`config.mk`:
```
export PLATFORM = sky130hd
export DESIGN_NAME = if_fetch_unit
export DESIGN_NICKNAME = d
export VERILOG_FILES = /design/src/rtl/if_fetch_unit.sv
export SDC_FILE = /design/constraint.sdc
export NUM_CORES = 1
export LEC_CHECK = 0
export BUFFER_PORTS_ARGS = -buffer_cell sky130_fd_sc_hd__clkbuf_2
export CAP_MARGIN = 20
export CELL_PAD_IN_SITES_DETAIL_PLACEMENT = 0
export CELL_PAD_IN_SITES_GLOBAL_PLACEMENT = 1
export CORE_MARGIN = 2
export CORE_UTILIZATION = 41
export CTS_BUF_LIST = sky130_fd_sc_hd__clkbuf_8 sky130_fd_sc_hd__clkbuf_16
export DETAILED_ROUTE_END_ITERATION = 16
export PLACE_DENSITY = 0.84
export SLEW_MARGIN = 10
export SYNTH_ARGS = -nofsm -noshare
export SYNTH_HDL_FRONTEND = slang
export SYNTH_SLANG_ARGS = --single-unit
```
`constraint.sdc`:
```
create_clock -name clk -period 6.5 [get_ports clk]
set_clock_uncertainty 0.2 [all_clocks]
set_input_delay 0.65 -clock clk [delete_from_list [all_inputs] [get_ports clk]]
set_output_delay 0.65 -clock clk [all_outputs]
set_load 0.02 [all_outputs]
```
`src/rtl/if_fetch_unit.sv`:
```
// Instruction-fetch front end: PC generation, credit-limited ROM requests, and an
// in-order instruction buffer that drops responses to fetches made stale by a redirect.
module if_fetch_unit #(
  parameter logic [31:0] RESET_PC = 32'h0000_0000,
  parameter int unsigned DEPTH    = 2,
  parameter logic [31:0] PC_STEP  = 32'd4
) (
  input  logic        clk,
  input  logic        rst,
  output logic        rom_req_valid,
  input  logic        rom_req_ready,
  output logic [31:0] rom_addr,
  input  logic        rom_rsp_valid,
  input  logic [31:0] rom_rsp_inst,
  input  logic        branch_flag_i,
  input  logic [31:0] branch_target_i,
  output logic        if_valid,
  input  logic        if_ready,
  output logic [31:0] if_pc,
  output logic [31:0] if_inst
);

  localparam int unsigned PW = $clog2(DEPTH);
  localparam int unsigned CW = PW + 1;
  localparam logic [CW-1:0] DEPTH_C    = CW'(DEPTH);
  localparam logic [31:0]   ALIGN_MASK = 32'hFFFF_FFFC;

  typedef enum logic {S_IDLE, S_FETCH} state_e;

  state_e          state_q, state_d;
  logic [31:0]     pc_q, pc_d;
  logic [CW-1:0]   outstanding_q, outstanding_d;
  logic [CW-1:0]   drop_cnt_q, drop_cnt_d;
  logic [CW-1:0]   buf_count_q, buf_count_d;
  logic [PW-1:0]   af_rd_q, af_rd_d, af_wr_q, af_wr_d;
  logic [PW-1:0]   buf_rd_q, buf_rd_d, buf_wr_q, buf_wr_d;
  logic [31:0]     af_mem_q   [DEPTH];
  logic [31:0]     buf_pc_q   [DEPTH];
  logic [31:0]     buf_inst_q [DEPTH];

  logic req_fire, rsp_take, rsp_keep, pop, af_push;

  // ---------------- FSM: state register / next state / outputs ----------------
  // NOTE: sequential state uses non-blocking assignments so every flop samples pre-edge values.
  always_ff @(posedge clk) begin
    if (rst) state_q <= S_IDLE;
    else     state_q <= state_d;
  end

  always_comb begin
    state_d = state_q;
    case (state_q)
      S_IDLE:  state_d = S_FETCH;
      S_FETCH: state_d = S_FETCH;
      default: state_d = S_IDLE;
    endcase
  end

  // A request is only raised while a slot is guaranteed for its response.
  always_comb begin
    rom_req_valid = 1'b0;
    if (state_q == S_FETCH) rom_req_valid = (outstanding_q + buf_count_q) < DEPTH_C;
  end

  assign rom_addr = pc_q;
  assign if_valid = (buf_count_q != '0);
  assign if_pc    = buf_pc_q[buf_rd_q];
  assign if_inst  = buf_inst_q[buf_rd_q];

  // ---------------- datapath ----------------
  assign req_fire = rom_req_valid && rom_req_ready;
  assign rsp_take = rom_rsp_valid && (outstanding_q != '0);
  assign rsp_keep = rsp_take && (drop_cnt_q == '0) && !branch_flag_i;
  assign pop      = if_valid && if_ready && !branch_flag_i;
  assign af_push  = req_fire && !branch_flag_i;

  // NOTE: every signal gets a default at the top of always_comb, so no latch is inferred.
  always_comb begin
    pc_d          = pc_q;
    outstanding_d = outstanding_q + CW'(req_fire) - CW'(rsp_take);
    drop_cnt_d    = drop_cnt_q;
    af_wr_d       = af_wr_q + PW'(af_push);
    af_rd_d       = af_rd_q + PW'(rsp_keep);
    buf_wr_d      = buf_wr_q + PW'(rsp_keep);
    buf_rd_d      = buf_rd_q + PW'(pop);
    buf_count_d   = buf_count_q + CW'(rsp_keep) - CW'(pop);

    if (req_fire) pc_d = (pc_q + PC_STEP) & ALIGN_MASK;
    if (rsp_take && (drop_cnt_q != '0)) drop_cnt_d = drop_cnt_q - 1'b1;

    // Redirect wins: everything still in flight after this edge is stale.
    if (branch_flag_i) begin
      pc_d        = branch_target_i & ALIGN_MASK;
      drop_cnt_d  = outstanding_d;
      af_wr_d     = '0;
      af_rd_d     = '0;
      buf_wr_d    = '0;
      buf_rd_d    = '0;
      buf_count_d = '0;
    end
  end

  always_ff @(posedge clk) begin
    if (rst) begin
      pc_q          <= RESET_PC & ALIGN_MASK;
      outstanding_q <= '0;
      drop_cnt_q    <= '0;
      buf_count_q   <= '0;
      af_rd_q       <= '0;
      af_wr_q       <= '0;
      buf_rd_q      <= '0;
      buf_wr_q      <= '0;
    end else begin
      pc_q          <= pc_d;
      outstanding_q <= outstanding_d;
      drop_cnt_q    <= drop_cnt_d;
      buf_count_q   <= buf_count_d;
      af_rd_q       <= af_rd_d;
      af_wr_q       <= af_wr_d;
      buf_rd_q      <= buf_rd_d;
      buf_wr_q      <= buf_wr_d;
    end
  end

  // NOTE: the address FIFO needs no reset (pointers guard it); the buffer is reset
  // because its head drives if_pc/if_inst directly and those must read 0 after reset.
  always_ff @(posedge clk) begin
    if (af_push) af_mem_q[af_wr_q] <= pc_q;
  end

  always_ff @(posedge clk) begin
    if (rst) begin
      for (int i = 0; i < int'(DEPTH); i++) begin
        buf_pc_q[i]   <= '0;
        buf_inst_q[i] <= '0;
      end
    end else if (rsp_keep) begin
      buf_pc_q[buf_wr_q]   <= af_mem_q[af_rd_q];
      buf_inst_q[buf_wr_q] <= rom_rsp_inst;
    end
  end

endmodule

```
== Word level (Yosys, flattened, before mapping) ==
Memories as Yosys holds them, arrays and structs flattened. A register that Yosys moved wholly into a read port is not among the register bits.
Cells that the tools add are included.

* $add $sub $neg: 11
* Magnitude comparators: 1
* Multiplexer cells: 22
* Reduce and logical (&&, ||, !) cells: 18

{| class="wikitable"
|+ Operator list
! cell !! number
|-
| $mux 32 || 4
|-
| $reduce_or 32->1 || 2
|-
| $add 32x3->32 const B || 1
|-
| $mux 1 || 16
|-
| $reduce_bool 2->1 || 5
|-
| $logic_and 1x1->1 || 8
|-
| $add 1x1->1 || 4
|-
| $add 2x1->2 || 2
|-
| $mux 2 || 2
|-
| $sub 2x1->2 || 2
|-
| $add 2x2->2 || 1
|-
| $logic_not 2->1 || 1
|-
| $lt 2x2->1 const B || 1
|-
| $reduce_or 2->1 || 1
|-
| $sub 2x1->2 const B || 1
|-
| $logic_not 1->1 || 1
|}

* Register bits: 41
* Memory bits (writable): 188
* Memories kept: 3

{| class="wikitable"
|+ Memory list
! name !! depth !! width !! rd ports !! clocked after Yosys merged registers in !! write ports !! RTL line !! text
|-
| buf_inst_q || 2 || 32 || 1 || 1 || 2 || 39 || <nowiki>logic [31:0] buf_inst_q [DEPTH];</nowiki>
|-
| buf_pc_q || 2 || 32 || 1 || 1 || 2 || 38 || <nowiki>logic [31:0] buf_pc_q [DEPTH];</nowiki>
|-
| af_mem_q || 2 || 30 || 1 || 1 || 1 || 37 || <nowiki>logic [31:0] af_mem_q [DEPTH];</nowiki>
|}

== Depth between registers and ports, before layout ==
Gate-level depths: netlist of the first run.

* Depth in word-level cells: 9
* Gate-level depth with buffers: 13
* Mapped depth without buffers: 12

== Worst setup path after synthesis of the first run ==
Ideal clock, no wire load.

* Kind: in2reg
* Start: input port rom_rsp_valid
* End: memory buf_inst_q[0][0], enable pin
* Library setup time: 568 ps
* Arrival: 5628 ps
* Required time: 5732 ps
* Path slack: 105 ps
* Stages: 4
* Buffers on the path: 0
* Path through: o21a_1 -> nand2_1 -> or2_2 -> o21ai_0

{| class="wikitable"
|+ RTL lines
! element !! RTL line !! text
|-
| start: declaration || 13 || <nowiki>input logic rom_rsp_valid,</nowiki>
|-
| end: declaration || 39 ||
|}

==> results of run 1 <==
-- metal layers --
metal  vias up  track usage  wire, um
met5         -            0         0
met1      3048        0.229      9620
met3        39       0.0260      1040
met2       172        0.286      9910
met4         0       0.0498       487
li1       2981            -         -
-- worst max path at each step --
stage | to | slack (ps) | cells past startpoint | start
after global routing | buf_pc_q[1][6] | 2270 | 8 | rst
final | buf_pc_q[1][6] | 2550 | 8 | rst
after floorplan | buf_inst_q[0][0] | 100 | 4 | rom_rsp_valid
after CTS | buf_pc_q[1][6] | 2430 | 8 | rst
after detailed placement | buf_inst_q[1][16] | 1900 | 8 | rst
after global placement | buf_inst_q[1][16] | 1970 | 8 | rst
-- tightest hold or removal path, cell delays in order --
cell      delay (ps)
clkbuf_2          80
nor2_1            80
a311oi_1          50
-- metrics by stage --
step,power [uW],area [sq um],instances
after floorplan,2050,9590,726
after global placement,2210,10700,1162
after detailed placement,2220,10700,1163
after CTS,3520,11500,1207
after global routing,3630,11500,1207
final,3480,11500,1207
-- sequential cells by signal, summed over array words and instances, names as in the netlist --
signal and count:
buf_inst_q 64, af_mem_q 60, buf_pc_q 60, rom_addr 30, buf_count_q 2, drop_cnt_q 2
outstanding_q 2, af_rd_q 1, af_wr_q 1, buf_rd_q 1, buf_wr_q 1, state_q 1
-- cell families after synthesis --
family / Yosys count / synth area share
DFF: 225 / 0.662
other: 1 / 0.000391
adders and majority gates: 7 / 0.00914
muxes: 94 / 0.106
and+or+nand+nor: 251 / 0.134
xor gates and xnor gates: 16 / 0.0146
buffers and inverters: 62 / 0.0270
AOI/OAI and AO/OA: 67 / 0.0461
-- final cells by class --
| type | count | area (sq um) | area share |
|---|---|---|---|
| Clock buffer | 28 | 667 | 0.0581 |
| Clock inverter | 16 | 98.8 | 0.00862 |
| Inverter | 12 | 45.0 | 0.00393 |
| Multi-Input combinational cell | 439 | 3010 | 0.262 |
| Sequential cell | 225 | 6350 | 0.554 |
| Tap cell | 313 | 392 | 0.0341 |
| Timing Repair Buffer | 174 | 911 | 0.0794 |
-- power groups by stage --
stage	clock network, uW	registers [uW]	logic, uW
after global placement	0	1760	453
after CTS	1320	1730	461
after floorplan	0	1760	297
after detailed placement	0	1760	458
after global routing	1390	1740	499
final	1300	1730	457
-- cell usage in the layout (no fill, tap or decap), types with 3 or more instances in the layout --
cell type / synthesis / layout
o21ai_0: 20 / 19
dfxtp_1: 41 / 39
and3_1: 35 / 35
xor2_1: 5 / 5
nand2_1: 24 / 23
clkbuf_16: 0 / 25
mux2_2: 62 / 62
or3_1: 11 / 11
clkbuf_2: 0 / 161
ha_1: 7 / 7
buf_4: 4 / 12
o31ai_1: 10 / 10
clkbuf_8: 0 / 3
a21oi_1: 4 / 4
nor2_1: 89 / 87
inv_1: 12 / 22
or4_1: 10 / 10
nor3_1: 7 / 7
a211oi_1: 8 / 8
and4_1: 4 / 4
nand4_1: 5 / 5
edfxtp_1: 184 / 184
nor4_1: 7 / 7
nand3_1: 15 / 15
a31oi_1: 13 / 13
xnor2_1: 11 / 11
and2_1: 36 / 36
or2_2: 3 / 3
mux2i_1: 32 / 32
a311oi_1: 6 / 6
nor2b_1: 3 / 3
conb_1: 1 / 4
==> flow_summary.toml, run 1 <==
[run_status]
status = "finished clean"

[cts]
clkTransAtPathRegs_ps = 60
postCtsSetupBuffers = 0
cts_made_buffers = 24
htree_num_levels = 1
cts_tree = "done"
cts_resized = 0
clock_sinks = 225
ctsHoldBuffers = 0
cts-root-buf = "clkbuf_16"
clk_path_buf_depth = 3
clkLatencyLatePin_ps = 510

[yosys]
synth_seq_cells = 225
synthTopCellsByCount = "edfxtp_1, nor2_1, mux2_2"
synth_most_common_cell = "edfxtp_1"
ys_async_sr_fraction = 0
syn_inst = 723
synth.yosys.seq_area_share = 0.662
syn_avg_cell_area_sq_um = 13.3
synth_edf_count = 184
synth_cell_type_count = 38
synth_warnings = 0
synth_area_leaders = "edfxtp_1, dfxtp_1, mux2_2"
yosys_most_used_dff = "edfxtp_1"
synth_top_area_cell = "edfxtp_1"
synth_top_area_share = 0.577
netlist_area_sq_um = 9580

[drt]
antenna_left = 0
drc = 0
first_pass_iters = 4
wirelength_mm = 21.1
vias = 6240
via_per_inst = 5.17
routedWlPerCell_um = 17.5
drt_iter0_drc = 296

[timing]
slew_headroom = 0.299
hold_viol = 0
finalWorstSetupSlack_ps = 2550
setup_viol = 0
fin_hold_ws_ps = 195
setup_tns_ps = 0
worst_pin_slew_ps = 1050
min_period_ps = 3950
fmax_ghz = 0.253
drv_slew = 0
rsz0062_at_grt = "no"
fin_crit_sh = 0.608

[die]
ios = 168
coreArea_sq_um = 22800
dieArea_sq_um = 24600
initial_core_util = 0.421
fp-row-count = 55
dieHeight_um = 157
die_x_um = 157

[finish]
final_core_util = 0.503
drive_gt1_frac = 0.312
fin_nets = 953
antenna_cells = 0
fillers = 1996
area_delta_synth_final_pct = 19.7

[worst_setup_path]
r2r_slack_ps = 3350
crit_slowest_cell = "nand2_2"
critPathKind = "input pin to register"
worst_setup_path_end_kind = "register"
arrival_ps = 3950
ff2ff_path_depth = 7
reg2reg_to = "buf_pc_q[1][6]"
worstPathRequired_ps = 6500
worstReg2RegStart = "outstanding_q[1]"
path_cells = "clkbuf_2, inv_1, nand2_1, nor2_2, buf_4, nand2_1, nand2_2, buf_4"
worst-path-buf-inv = 4
cpPeakStageDelay_ps = 780
cp_max_fo = 37
critPathTopFamily = "buffers and inverters"
cp-start-kind = "input pin"

[placement]
numPortBuffers = 161
gp_congestion = 0.785
dp_hpwl_mm = 13.6
pre_cts_ws_ps = 1900

[power]
seq_power_share = 0.497
swShare = 0.252
p_comb_frac = 0.131
netSwitchingPower_uw = 879
power_frac_clock = 0.372
p_leak_uw = 0.00446
powerDensity_nw_per_um2 = 304
peakVddDrop_v = 0.000173
p_int_uw = 2600

[min_path]
whs_endpoint = "rom_addr[12]"
hp-start = "branch_target_i[12]"
whs_path_depth = 3
hp-class = "input pin to register"

[global_route]
grt_use_total = 0.170
grt_antenna_before_repair = 0
grt.overflow.total = 0
grt_pass1_vias = 6099
grt_pass1_wl_mm = 32.8
grt_max_degree = 58

[job]
maxCapViolCount = 0
Note: power is estimated with default switching activity, not from simulation.
==> run 2: changes to the inputs <==
CORE_UTILIZATION = 45   (was 41)
PLACE_DENSITY = 0.87   (was 0.84)
clock period = 3.97 ns   (was 6.5 ns; I/O delays follow)
==> flow_summary.toml, run 2 (synthesis gave the netlist of run 1 again) <==
[cts]
clock_sinks = 225
htree_num_levels = 1
cts_made_buffers = 23
cts_resized = 0
postCtsSetupBuffers = 0
cts-root-buf = "clkbuf_16"
clkLatencyLatePin_ps = 500
clk_path_buf_depth = 3
cts_tree = "done"
clkTransAtPathRegs_ps = 60
ctsHoldBuffers = 49

[worst_setup_path]
ff2ff_path_depth = 12
cp_max_fo = 8
arrival_ps = 3190
worstPathRequired_ps = 4140
cp-start-kind = "register"
critPathKind = "register to register"
worst_setup_path_end_kind = "register"
worst_setup_path_startpoint = "outstanding_q[1]"
worstReg2RegStart = "outstanding_q[1]"

[placement]
pre_cts_ws_ps = 998
gp_congestion = 0.767
numPortBuffers = 161
dp_cells = 1126
dp_hpwl_mm = 13.0
placed_cell_area_sq_um = 10700

[global_route]
grt_pass1_vias = 6325
grt_max_degree = 58
grt_antenna_before_repair = 0
grt_use_total = 0.186
grt.overflow.total = 0
grt_pass1_wl_mm = 32.7

[die]
coreArea_sq_um = 21000
fp-row-count = 53
initial_core_util = 0.457
ios = 168
dieArea_sq_um = 22500
dieHeight_um = 150
die_x_um = 150

[finish]
drive_gt1_frac = 0.303
antenna_cells = 0
fillers = 1714
fin_nets = 1004
final_core_util = 0.574
final_cell_mix = "edfxtp_1, clkbuf_2, nor2_1"
final_cells = 1218
mostFrequentLayoutCell = "edfxtp_1"
largest_reg_flops = 64
largestRegisters = "buf_inst_q (64), af_mem_q (60), buf_pc_q (60)"
area_delta_synth_final_pct = 25.6
largest_register = "buf_inst_q"
final_area_sq_um = 12000

[drt]
drt_iter0_drc = 341
antenna_left = 0
vias = 6450
via_per_inst = 5.30
drc = 0
first_pass_iters = 5
wirelength_mm = 21.3
routedWlPerCell_um = 17.5

[timing]
drv_slew = 0
hold_viol = 0
setup_viol = 0
min_period_ps = 3030
worst_pin_slew_ps = 1060
setup_tns_ps = 0
finalWorstSetupSlack_ps = 944
rsz0062_at_grt = "no"
slew_headroom = 0.292
fin_crit_sh = 0.762
fmax_ghz = 0.330

[power]
power_frac_clock = 0.388
seq_power_share = 0.478
p_int_uw = 4480
netSwitchingPower_uw = 1450
powerDensity_nw_per_um2 = 493
peakVddDrop_v = 0.000261
p_leak_uw = 0.00470
swShare = 0.245
p_comb_frac = 0.134

[min_path]
whs_path_depth = 3
hp-class = "input pin to register"
hp-start = "branch_target_i[14]"

[job]
maxCapViolCount = 0

[run_status]
status = "finished clean"
==> run 2: changes by cell type in the layout (fill, tap and decap cells not counted), moves of 2 or more <==
cell and delta:
dlygate4sd3_1 +49, inv_1 -8, bufinv_16 +3, clkinv_2 +3, buf_12 +2
==> run 2: critical path, cell delays in order, from the launching register on <==
cell     delay [ps]
dfxtp_1         340
xor2_1          180
xnor2_1         690
nor2_1          210
inv_1           180
ha_1            250
inv_1            50
ha_1            160
xor2_1          220
xnor2_1         170
nor2_1           60
a21oi_1         140
nor2_1           50
==> run 2: stage by stage <==
stage,power [uW],hold slack (ps)
finish,5930,8.36
global route,6150,6.00
CTS,5950,0.291
detailed placement,3630,327
global placement,3610,327
floorplan,3350,303
==> run 2: final timing paths <==
check / slack (ps) / end
setup / recovery: 940 / drop_cnt_q[1]
hold / removal: 8 / rom_addr[14]
hold reg to reg: 340 / af_mem_q[0][29]
setup reg to reg: 940 / drop_cnt_q[1]
==> run 2: power by group through the flow <==
| stage | sequential [uW] | combinational, uW | clock, uW |
|---|---|---|---|
| after floorplan | 2870 | 488 | 0 |
| after global placement | 2880 | 732 | 0 |
| after detailed placement | 2890 | 741 | 0 |
| after CTS | 2840 | 787 | 2330 |
| after global routing | 2850 | 869 | 2430 |
| final | 2830 | 796 | 2300 |
==> run 2: cell type report <==
| class | instances | area, sq um | area share |
|---|---|---|---|
| Timing Repair Buffer | 226 | 1470 | 0.122 |
| Clock buffer | 27 | 653 | 0.0543 |
| Multi-Input combinational cell | 439 | 3010 | 0.250 |
| Inverter | 12 | 45.0 | 0.00374 |
| Tap cell | 275 | 344 | 0.0286 |
| Clock inverter | 14 | 169 | 0.0140 |
| Sequential cell | 225 | 6350 | 0.528 |
==> run 2: per-layer routing <==
metal,up-vias,global-route usage,part of all wire
met5,-,0,0
met4,0,0.0580,0.022
met3,37,0.0302,0.065
met2,236,0.326,0.50
met1,3094,0.236,0.41
li1,3083,-,-
==> run 3: changes to the inputs <==
CORE_UTILIZATION = 41   (was 45)
PLACE_DENSITY = 0.84   (was 0.87)
clock period = 2.5 ns   (was 3.97 ns; I/O delays follow)
==> flow_summary.toml, run 3 (synthesis gave the netlist of run 1 again) <==
[die]
dieHeight_um = 157
initial_core_util = 0.421
ios = 168
fp-row-count = 55
die_x_um = 157
dieArea_sq_um = 24600
coreArea_sq_um = 22800

[global_route]
grt_use_total = 0.179
grt_antenna_before_repair = 0
grt_pass1_wl_mm = 34.2
grt.overflow.total = 0
grt_max_degree = 58
grt_pass1_vias = 6378

[finish]
register_area_sq_um = 6350
fillers = 1876
final_cell_mix = "edfxtp_1, clkbuf_2, nor2_1"
mostFrequentLayoutCell = "edfxtp_1"
drive_gt1_frac = 0.324
largestRegisters = "buf_inst_q (64), af_mem_q (60), buf_pc_q (60)"
fin_nets = 1050
largest_register = "buf_inst_q"
largest_reg_flops = 64
antenna_cells = 0
area_delta_synth_final_pct = 30.6
multi_input_area_sq_um = 3060

[min_path]
hp-class = "input pin to register"

[worst_setup_path]
critPathTopFamily = "flip-flops"
worst_setup_path_end_kind = "output port"
worst-path-buf-inv = 2
arrival_ps = 1950
critPathKind = "register to output port"
cpPeakStageDelay_ps = 610
crit_slowest_cell = "dfxtp_2"
path_cells = "buf_12, mux2_2, clkbuf_2"
worstPathRequired_ps = 2050
cp-start-kind = "register"
cp_max_fo = 34

[timing]
setup_tns_ps = 0
hold_viol = 0
drv_slew = 0
min_period_ps = 2400
fin_crit_sh = 0.962
worst_pin_slew_ps = 552
fmax_ghz = 0.416
slew_headroom = 0.632
rsz0062_at_grt = "no"
setup_viol = 0
finalWorstSetupSlack_ps = 95.8

[cts]
clkTransAtPathRegs_ps = 70
cts_made_buffers = 24
clock_sinks = 225
cts-root-buf = "clkbuf_16"
postCtsSetupBuffers = 0
clk_path_buf_depth = 3
clkLatencyLatePin_ps = 510
htree_num_levels = 1
cts_tree = "done"

[drt]
wirelength_mm = 22.2
drc = 0
routedWlPerCell_um = 17.0
vias = 6665
drt_iter0_drc = 486
first_pass_iters = 5
antenna_left = 0
via_per_inst = 5.11

[run_status]
status = "finished clean"

[placement]
gp_congestion = 0.798
dp_hpwl_mm = 14.1
numPortBuffers = 161
pre_cts_ws_ps = 96.7

[job]
maxCapViolCount = 0

[power]
p_leak_uw = 0.00492
powerDensity_nw_per_um2 = 742
peakVddDrop_v = 0.000376
==> run 3: cell types whose count changed in the layout (fill, tap and decap cells not counted), sizes merged <==
cell,delta
bufinv,-3
inv,+4
clkinv,-2
clkinvlp,+3
dlygate4sd3,+19
buf,+27
==> run 3: final timing paths <==
path | depth (start not counted) | slack (ps) | startpoint | endpoint
min | 5 | 90 | rom_rsp_valid | af_rd_q
max reg2reg | 7 | 170 | outstanding_q[1] | rom_addr[11]
max | 3 | 100 | buf_rd_q | if_inst[1]
min reg2reg | 2 | 310 | buf_wr_q | buf_wr_q
==> run 3: final cells by class <==
| cell class | count | share of cell area |
|---|---|---|
| repair buffers | 271 | 0.151 |
| clock inverters | 16 | 0.00830 |
| well taps | 313 | 0.0313 |
| inverters | 12 | 0.00360 |
| clock buffers | 28 | 0.0533 |
| multi-input cells | 439 | 0.245 |
| flip-flops and latches | 225 | 0.508 |
==> run 3: power by group <==
part           switching (uW)  internal [uW]  total, uW
clock                    1400           2000       3400
combinational             843            590       1430
sequential                120           4340       4460
==> run 3: timing repair <==
item,in CTS,in global routing
endpoints found under the setup margin,0,5
gates resized for setup,0,5
hold buffers,68,0
endpoints found under the hold margin,102,0
==> run 3: through the flow <==
stage | instances | util | instance area (sq um) | total power, uW | hold slack (ps)
2_1_floorplan | 726 | - | 9640 | 5360 | 206
4_1_cts | 1304 | 0.548 | 12500 | 9360 | 76.6
5_1_grt | 1304 | 0.549 | 12500 | 9680 | 138
3_3_place_gp | 1192 | 0.484 | 11000 | 5840 | 297
3_5_place_dp | 1192 | 0.484 | 11000 | 5870 | 301
6_report | 1304 | 0.549 | 12500 | 9290 | 89.8
==> run 3: per-layer routing <==
metal / global-route usage / routed length [um] / vias up
li1: - / - / 3182
met1: 0.236 / 9800 / 3232
met2: 0.297 / 10500 / 219
met3: 0.0327 / 1320 / 32
met4: 0.0629 / 567 / 0
met5: 0 / 0 / -
==> run 3: worst reg2reg max path, cell delays in order, from the launching register on <==
cell           delay [ps]
dfxtp_2               340
xor2_2                180
xnor2_2               170
buf_4                 170
nor4_1                330
xnor2_1               110
a211oi_1              220
dlygate4sd3_1         560
